`src/rtl/riscv_pkg.sv`:
```
// Shared core-wide definitions: datapath width, canonical NOP encoding and
// the {PC, instruction} record carried by the fetch stage.
package riscv_pkg;

    localparam int          XLEN      = 32;
    localparam logic [31:0] INSTR_NOP = 32'h0000_0013;

    typedef struct packed {
        logic [XLEN-1:0] pc;
        logic [31:0]     instr;
    } fetch_entry_t;

endpackage

```
`src/rtl/adder.sv`:
```
// Plain modular adder shared by the datapath (PC+4, branch targets).
module adder #(
    parameter int WIDTH = 32
) (
    input  logic [WIDTH-1:0] a,
    input  logic [WIDTH-1:0] b,
    output logic [WIDTH-1:0] y
);

    assign y = a + b;

endmodule

```
`src/rtl/fetch_fifo.sv`:
```
// Synchronous prefetch FIFO of {PC, instruction} entries; flush beats push/pop.
module fetch_fifo
    import riscv_pkg::*;
#(
    parameter  int DEPTH = 4,
    localparam int AW    = $clog2(DEPTH),
    localparam int CW    = $clog2(DEPTH + 1)
) (
    input  logic          clk,
    input  logic          rst,
    input  logic          flush,
    input  logic          push,
    input  fetch_entry_t  din,
    input  logic          pop,
    output fetch_entry_t  dout,
    output logic [CW-1:0] count,
    output logic          empty,
    output logic          full
);

    fetch_entry_t  mem [DEPTH];
    logic [AW-1:0] rd_ptr;
    logic [AW-1:0] wr_ptr;
    logic          do_push;
    logic          do_pop;

    assign empty   = (count == '0);
    assign full    = (count == CW'(DEPTH));
    assign do_pop  = pop && !empty;
    // A pop in the same cycle frees the slot, so push is legal even when full.
    assign do_push = push && (!full || do_pop);
    assign dout    = mem[rd_ptr];

    always_ff @(posedge clk) begin
        if (rst || flush) begin
            rd_ptr <= '0;
            wr_ptr <= '0;
            count  <= '0;
        end else begin
            if (do_push) wr_ptr <= wr_ptr + 1'b1;
            if (do_pop)  rd_ptr <= rd_ptr + 1'b1;
            count <= count + CW'(do_push) - CW'(do_pop);
        end
    end

    always_ff @(posedge clk) begin
        if (do_push) mem[wr_ptr] <= din;
    end

endmodule

```
`src/rtl/fetch_prefetch.sv`:
```
// Decoupled fetch stage: credit-limited requests to a variable-latency IMEM,
// in-order responses buffered in a prefetch FIFO, redirect flush with drop count.
module fetch_prefetch
    import riscv_pkg::*;
#(
    parameter int              XLEN      = riscv_pkg::XLEN,
    parameter int              DEPTH     = 4,
    parameter int              MAX_OUTST = 2,
    parameter logic [XLEN-1:0] RESET_PC  = '0
) (
    input  logic            clk,
    input  logic            rst,
    input  logic            PCSrcE,
    input  logic [XLEN-1:0] PCTargetE,
    input  logic            StallF,
    output logic            imem_req,
    output logic [XLEN-1:0] imem_addr,
    input  logic            imem_gnt,
    input  logic            imem_rvalid,
    input  logic [31:0]     imem_rdata,
    output logic [31:0]     InstrF,
    output logic [XLEN-1:0] PCF,
    output logic [XLEN-1:0] PCPlus4F,
    output logic            InstrValidF
);

    localparam int OW = $clog2(MAX_OUTST + 2);
    localparam int CW = $clog2(DEPTH + 1);
    localparam logic [XLEN-1:0] PC_STEP = XLEN'(4);

    logic [XLEN-1:0] fpc;
    logic [XLEN-1:0] rpc;
    logic [XLEN-1:0] target;
    logic [OW-1:0]   outst;
    logic [OW-1:0]   drop;
    logic [OW-1:0]   outst_redirect;
    logic [CW-1:0]   count;
    logic            empty;
    logic            full;
    logic            fire;
    logic            push;
    logic            pop;
    logic            unused_target_lsbs;
    fetch_entry_t    head;
    fetch_entry_t    din;

    assign target             = {PCTargetE[XLEN-1:2], 2'b00};
    assign unused_target_lsbs = ^PCTargetE[1:0];

    // Handshake: the address is offered while imem_req is high and is consumed
    // on a cycle with imem_req && imem_gnt; each consumed request is answered by
    // exactly one imem_rvalid pulse, in order, at least one cycle later.
    // Credits (FIFO slots not yet claimed) keep responses from overflowing.
    assign imem_req  = ((int'(count) + int'(outst)) < DEPTH) && (int'(outst) < MAX_OUTST)
                       && !PCSrcE && !rst;
    assign imem_addr = fpc;
    assign fire      = imem_req && imem_gnt;

    // Responses still owed for pre-redirect requests are dropped, never pushed.
    assign push = imem_rvalid && (drop == '0) && !PCSrcE;
    assign pop  = !empty && !StallF && !PCSrcE;
    assign din  = '{pc: rpc, instr: imem_rdata};

    assign outst_redirect = outst + OW'(imem_gnt) - OW'(imem_rvalid);

    always_ff @(posedge clk) begin
        if (rst) begin
            fpc   <= RESET_PC;
            rpc   <= RESET_PC;
            outst <= '0;
            drop  <= '0;
        end else if (PCSrcE) begin
            fpc   <= target;
            rpc   <= target;
            outst <= outst_redirect;
            drop  <= outst_redirect;
        end else begin
            if (fire) fpc <= fpc + PC_STEP;
            if (push) rpc <= rpc + PC_STEP;
            outst <= outst + OW'(fire) - OW'(imem_rvalid);
            if (imem_rvalid && (drop != '0)) drop <= drop - 1'b1;
        end
    end

    fetch_fifo #(
        .DEPTH (DEPTH)
    ) u_fifo (
        .clk   (clk),
        .rst   (rst),
        .flush (PCSrcE),
        .push  (push),
        .din   (din),
        .pop   (pop),
        .dout  (head),
        .count (count),
        .empty (empty),
        .full  (full)
    );

    // When empty, PCF shows the PC the next accepted response will carry.
    assign InstrValidF = !empty;
    assign InstrF      = empty ? INSTR_NOP : head.instr;
    assign PCF         = empty ? rpc : head.pc;

    adder #(
        .WIDTH (XLEN)
    ) u_pc_plus4 (
        .a (PCF),
        .b (PC_STEP),
        .y (PCPlus4F)
    );

    a_no_overflow: assert property (@(posedge clk) disable iff (rst) !(push && full));
    a_outst_max:   assert property (@(posedge clk) disable iff (rst) int'(outst) <= MAX_OUTST);
    a_drop_le:     assert property (@(posedge clk) disable iff (rst) drop <= outst);

endmodule

```
`config.mk`:
```
export PLATFORM = sky130hd
export DESIGN_NAME = fetch_prefetch
export DESIGN_NICKNAME = d
export VERILOG_FILES = /design/src/rtl/riscv_pkg.sv /design/src/rtl/adder.sv /design/src/rtl/fetch_fifo.sv /design/src/rtl/fetch_prefetch.sv
export SDC_FILE = /design/constraint.sdc
export NUM_CORES = 1
export LEC_CHECK = 0
export BUFFER_PORTS_ARGS = -buffer_cell sky130_fd_sc_hd__buf_2
export CORE_UTILIZATION = 39
export DETAILED_ROUTE_END_ITERATION = 6
export SLEW_MARGIN = 10
export SYNTH_ARGS = -nofsm -noshare
export SYNTH_HDL_FRONTEND = slang
export SYNTH_SLANG_ARGS = --single-unit
```
`constraint.sdc`:
```
create_clock -name clk -period 3.79 [get_ports clk]
set_input_delay 1.137 -clock clk [delete_from_list [all_inputs] [get_ports clk]]
set_output_delay 1.137 -clock clk [all_outputs]
set_load 0.02 [all_outputs]
```
==> out/results.tsv <==
metric	value	unit
cell area power density	453	nW/um2
post-synthesis sequential area ratio	0.616	
Ports	200	
largest net degree at the start of global routing	63	
CTS root buf	clkbuf_16	
YS warnings	0	
Min-Delay Path Class	reg2reg	
failing checks	negative setup slack	
FF+latch area	8920	um2
routability cong.	0.835	
total grt overflow	0	
area of the multi-input gates	5460	um2
final setup margin	-0.213	ns
CTS tree	yes	
Overall Global Routing Usage	0.185	
ordered list of cells on the worst path	buf_4 -> mux4_2 -> nand2_2 -> nand2_2 -> ha_4 -> a21boi_4 -> nand3_4 -> buf_6 -> nor4b_4 -> xnor2_2 -> buf_4	
library cells used by synthesis	66	
drc violations	0	
TritonCTS sink count	321	
crit start category	flip-flop	
Slowest Stage Delay on Critical Path	0.38	ns
Clock transition at path regs	0.06	ns
kind of critical path	reg2out	
Max VDD drop	276	uV
Max Clk Rate	250	MHz
PortBufs	191	
predominant post-synthesis flop cell	edfxtp_1	
antenna violations before repair	0	
clk_lat worst skew	0.51	ns
asr flop ratio synth	0	
Syn Area/Cell	13.6	um2
Post-synth EDFFs	248	
unrepaired setup endpoints after global routing	true	
post-synthesis cell count	1063	
die extent in y	195	um
area grow syn2layout	25.9	%
fin nets	1421	
run status	finished, violations left	
starting density of the core	0.396	
cell area after placement	16300	um2
Detailed Route WL	35.4	mm
vias per std cell	5.29	
via count	9677	
Max clock buf depth	3	
WL per Instance	19.3	um
post-route cell area	18200	um2
clock skew	0.0130	ns
first-pass GRT wire length	54.6	mm
WP data required	2.65	ns
Final ANT Viol Nets	0	
Final setup viols	24	
synthesized area	14500	um2
share of cells above drive strength 1	0.347	
Core Region	36500	um2
floorplan row count	70	
drt initial violations	662	
Slew Limit Headroom	0.375	
Fillers	3182	
vias in the first global route	9600	
actual transition at the worst max-transition pin	0.929	ns
final core occ	0.499	
final hold violation count	0	
Crit-path slowest cell	dfxtp_4	
flops & latches, synth	321	
leakage power total	6.90	nW
Die Width	195	um
DRT Pass-1 Iters	6	
Place WS	0.142	ns
crit end category	output port	
Final Max Slew Viols	0	
# H-tree levels	2	
period utilisation layout	1.06	
worst-path fanout max	6	
CP arrival	2.87	ns
Die ar.	37900	um2
CTS Buf Count	36	
post-DP HPWL	22.4	mm
fin crit period	4.00	ns
Max-cap violations	0	
area by class of cell:
cell class,instances,area share
Sequential cell,321,0.490
Multi-Input combinational cell,652,0.300
Timing Repair Buffer,286,0.110
Clock buffer,49,0.0533
Tap cell,468,0.0321
Inverter,38,0.00810
Clock inverter,13,0.00673
Antenna cell,1,0.000137
path summary, 6_finish.rpt:
kind	start	end	slack [ns]	cells after the start
worst max register to register	outst[1]	imem_addr[15]	1.42	9
worst min-delay path	imem_addr[3]	imem_addr[3]	0.52	2
worst max-delay path	flip-flop	PCPlus4F[26]	-0.21	11
worst min register to register	imem_addr[3]	imem_addr[3]	0.52	2
cells in the mapped netlist (29+ instances only):
cell | instances | area [um2]
inv_1 | 36 | 135
and2_1 | 39 | 244
nand2_1 | 113 | 424
nor2_1 | 71 | 267
dfxtp_1 | 73 | 1460
nand3_1 | 30 | 150
xor2_1 | 29 | 254
edfxtp_1 | 248 | 7450
xnor2_1 | 39 | 342
mux4_2 | 51 | 1150
a21oi_1 | 43 | 215
metal layers:
layer	vias up	part of all wire	global-route usage	wire [um]
met5	-	0	0	0
met4	0	0.021	0.0520	751
met2	317	0.47	0.301	16600
met1	4780	0.45	0.256	16000
met3	51	0.057	0.0298	2000
li1	4529	-	-	-
worst max-delay path, delay by kind of cell (launching register included):
family | cells | cell delay (ns)
adder cells (fa/ha/maj) | 1 | 0.14
XOR/XNOR | 1 | 0.13
multiplexers | 1 | 0.35
AND/OR/NAND/NOR | 4 | 0.63
buffers and inverters | 3 | 0.48
AO/OA/AOI/OAI | 1 | 0.25
flip-flops | 1 | 0.38
power breakdown:
part	internal (mW)	leakage, nW	switching, mW	total [mW]
Clock	1.93	0.536	1.31	3.25
Combinational	0.408	3.50	0.612	1.02
Sequential	3.90	2.86	0.0827	3.99
sequential cells by signal, summed over array words and instances, names as in the netlist, named ones only:
register	flops
drop	2
imem_addr	30
outst	2
rpc	30
u_fifo.count	3
u_fifo.mem	248
u_fifo.rd_ptr	2
u_fifo.wr_ptr	2
layout by cell type, fill, tap and decap left out, drive strengths merged, types with 4 or more instances in the layout:
cell      n
a21boi    8
a21oi    45
a221oi    4
a31oi    20
and2     39
and3      8
and4      9
buf     284
clkbuf   50
clkinv    9
conb      6
dfxtp    73
edfxtp  248
ha       15
inv      40
mux2i    19
mux4     62
nand2   113
nand3    34
nand4    23
nor2     71
nor3     21
nor4     13
o21ai    29
or2       5
or3       6
xnor2    39
xor2     29
repair_timing:
item,in CTS,in global routing
setup endpoints to repair,28,30
pin swaps,27,19
hold buffers,0,0
buffers inserted,30,11
resized for setup,87,15
cloned,3,1
cell families after synthesis:
logic type                 Yosys count  share of synthesized area
AOI/OAI and AO/OA                  126                     0.0546
adders and majority gates           16                     0.0144
and+or+nand+nor                    352                      0.129
DFF                                321                      0.616
buffers and inverters               96                     0.0309
other                                1                   0.000259
xor gates and xnor gates            68                     0.0412
muxes                               83                      0.114
through the flow:
stage | total power, mW | hold WS [ns] | setup TNS (ns) | instances
floorplan | 4.64 | 0.485 | -0.0197 | 1068
global placement | 4.97 | 0.502 | 0 | 1721
detailed placement | 4.99 | 0.515 | 0 | 1721
CTS | 8.33 | 0.523 | -3.66 | 1816
global route | 8.57 | 0.546 | -5.70 | 1827
finish | 8.25 | 0.516 | -2.73 | 1828
Power figures use the tool's default switching activity.
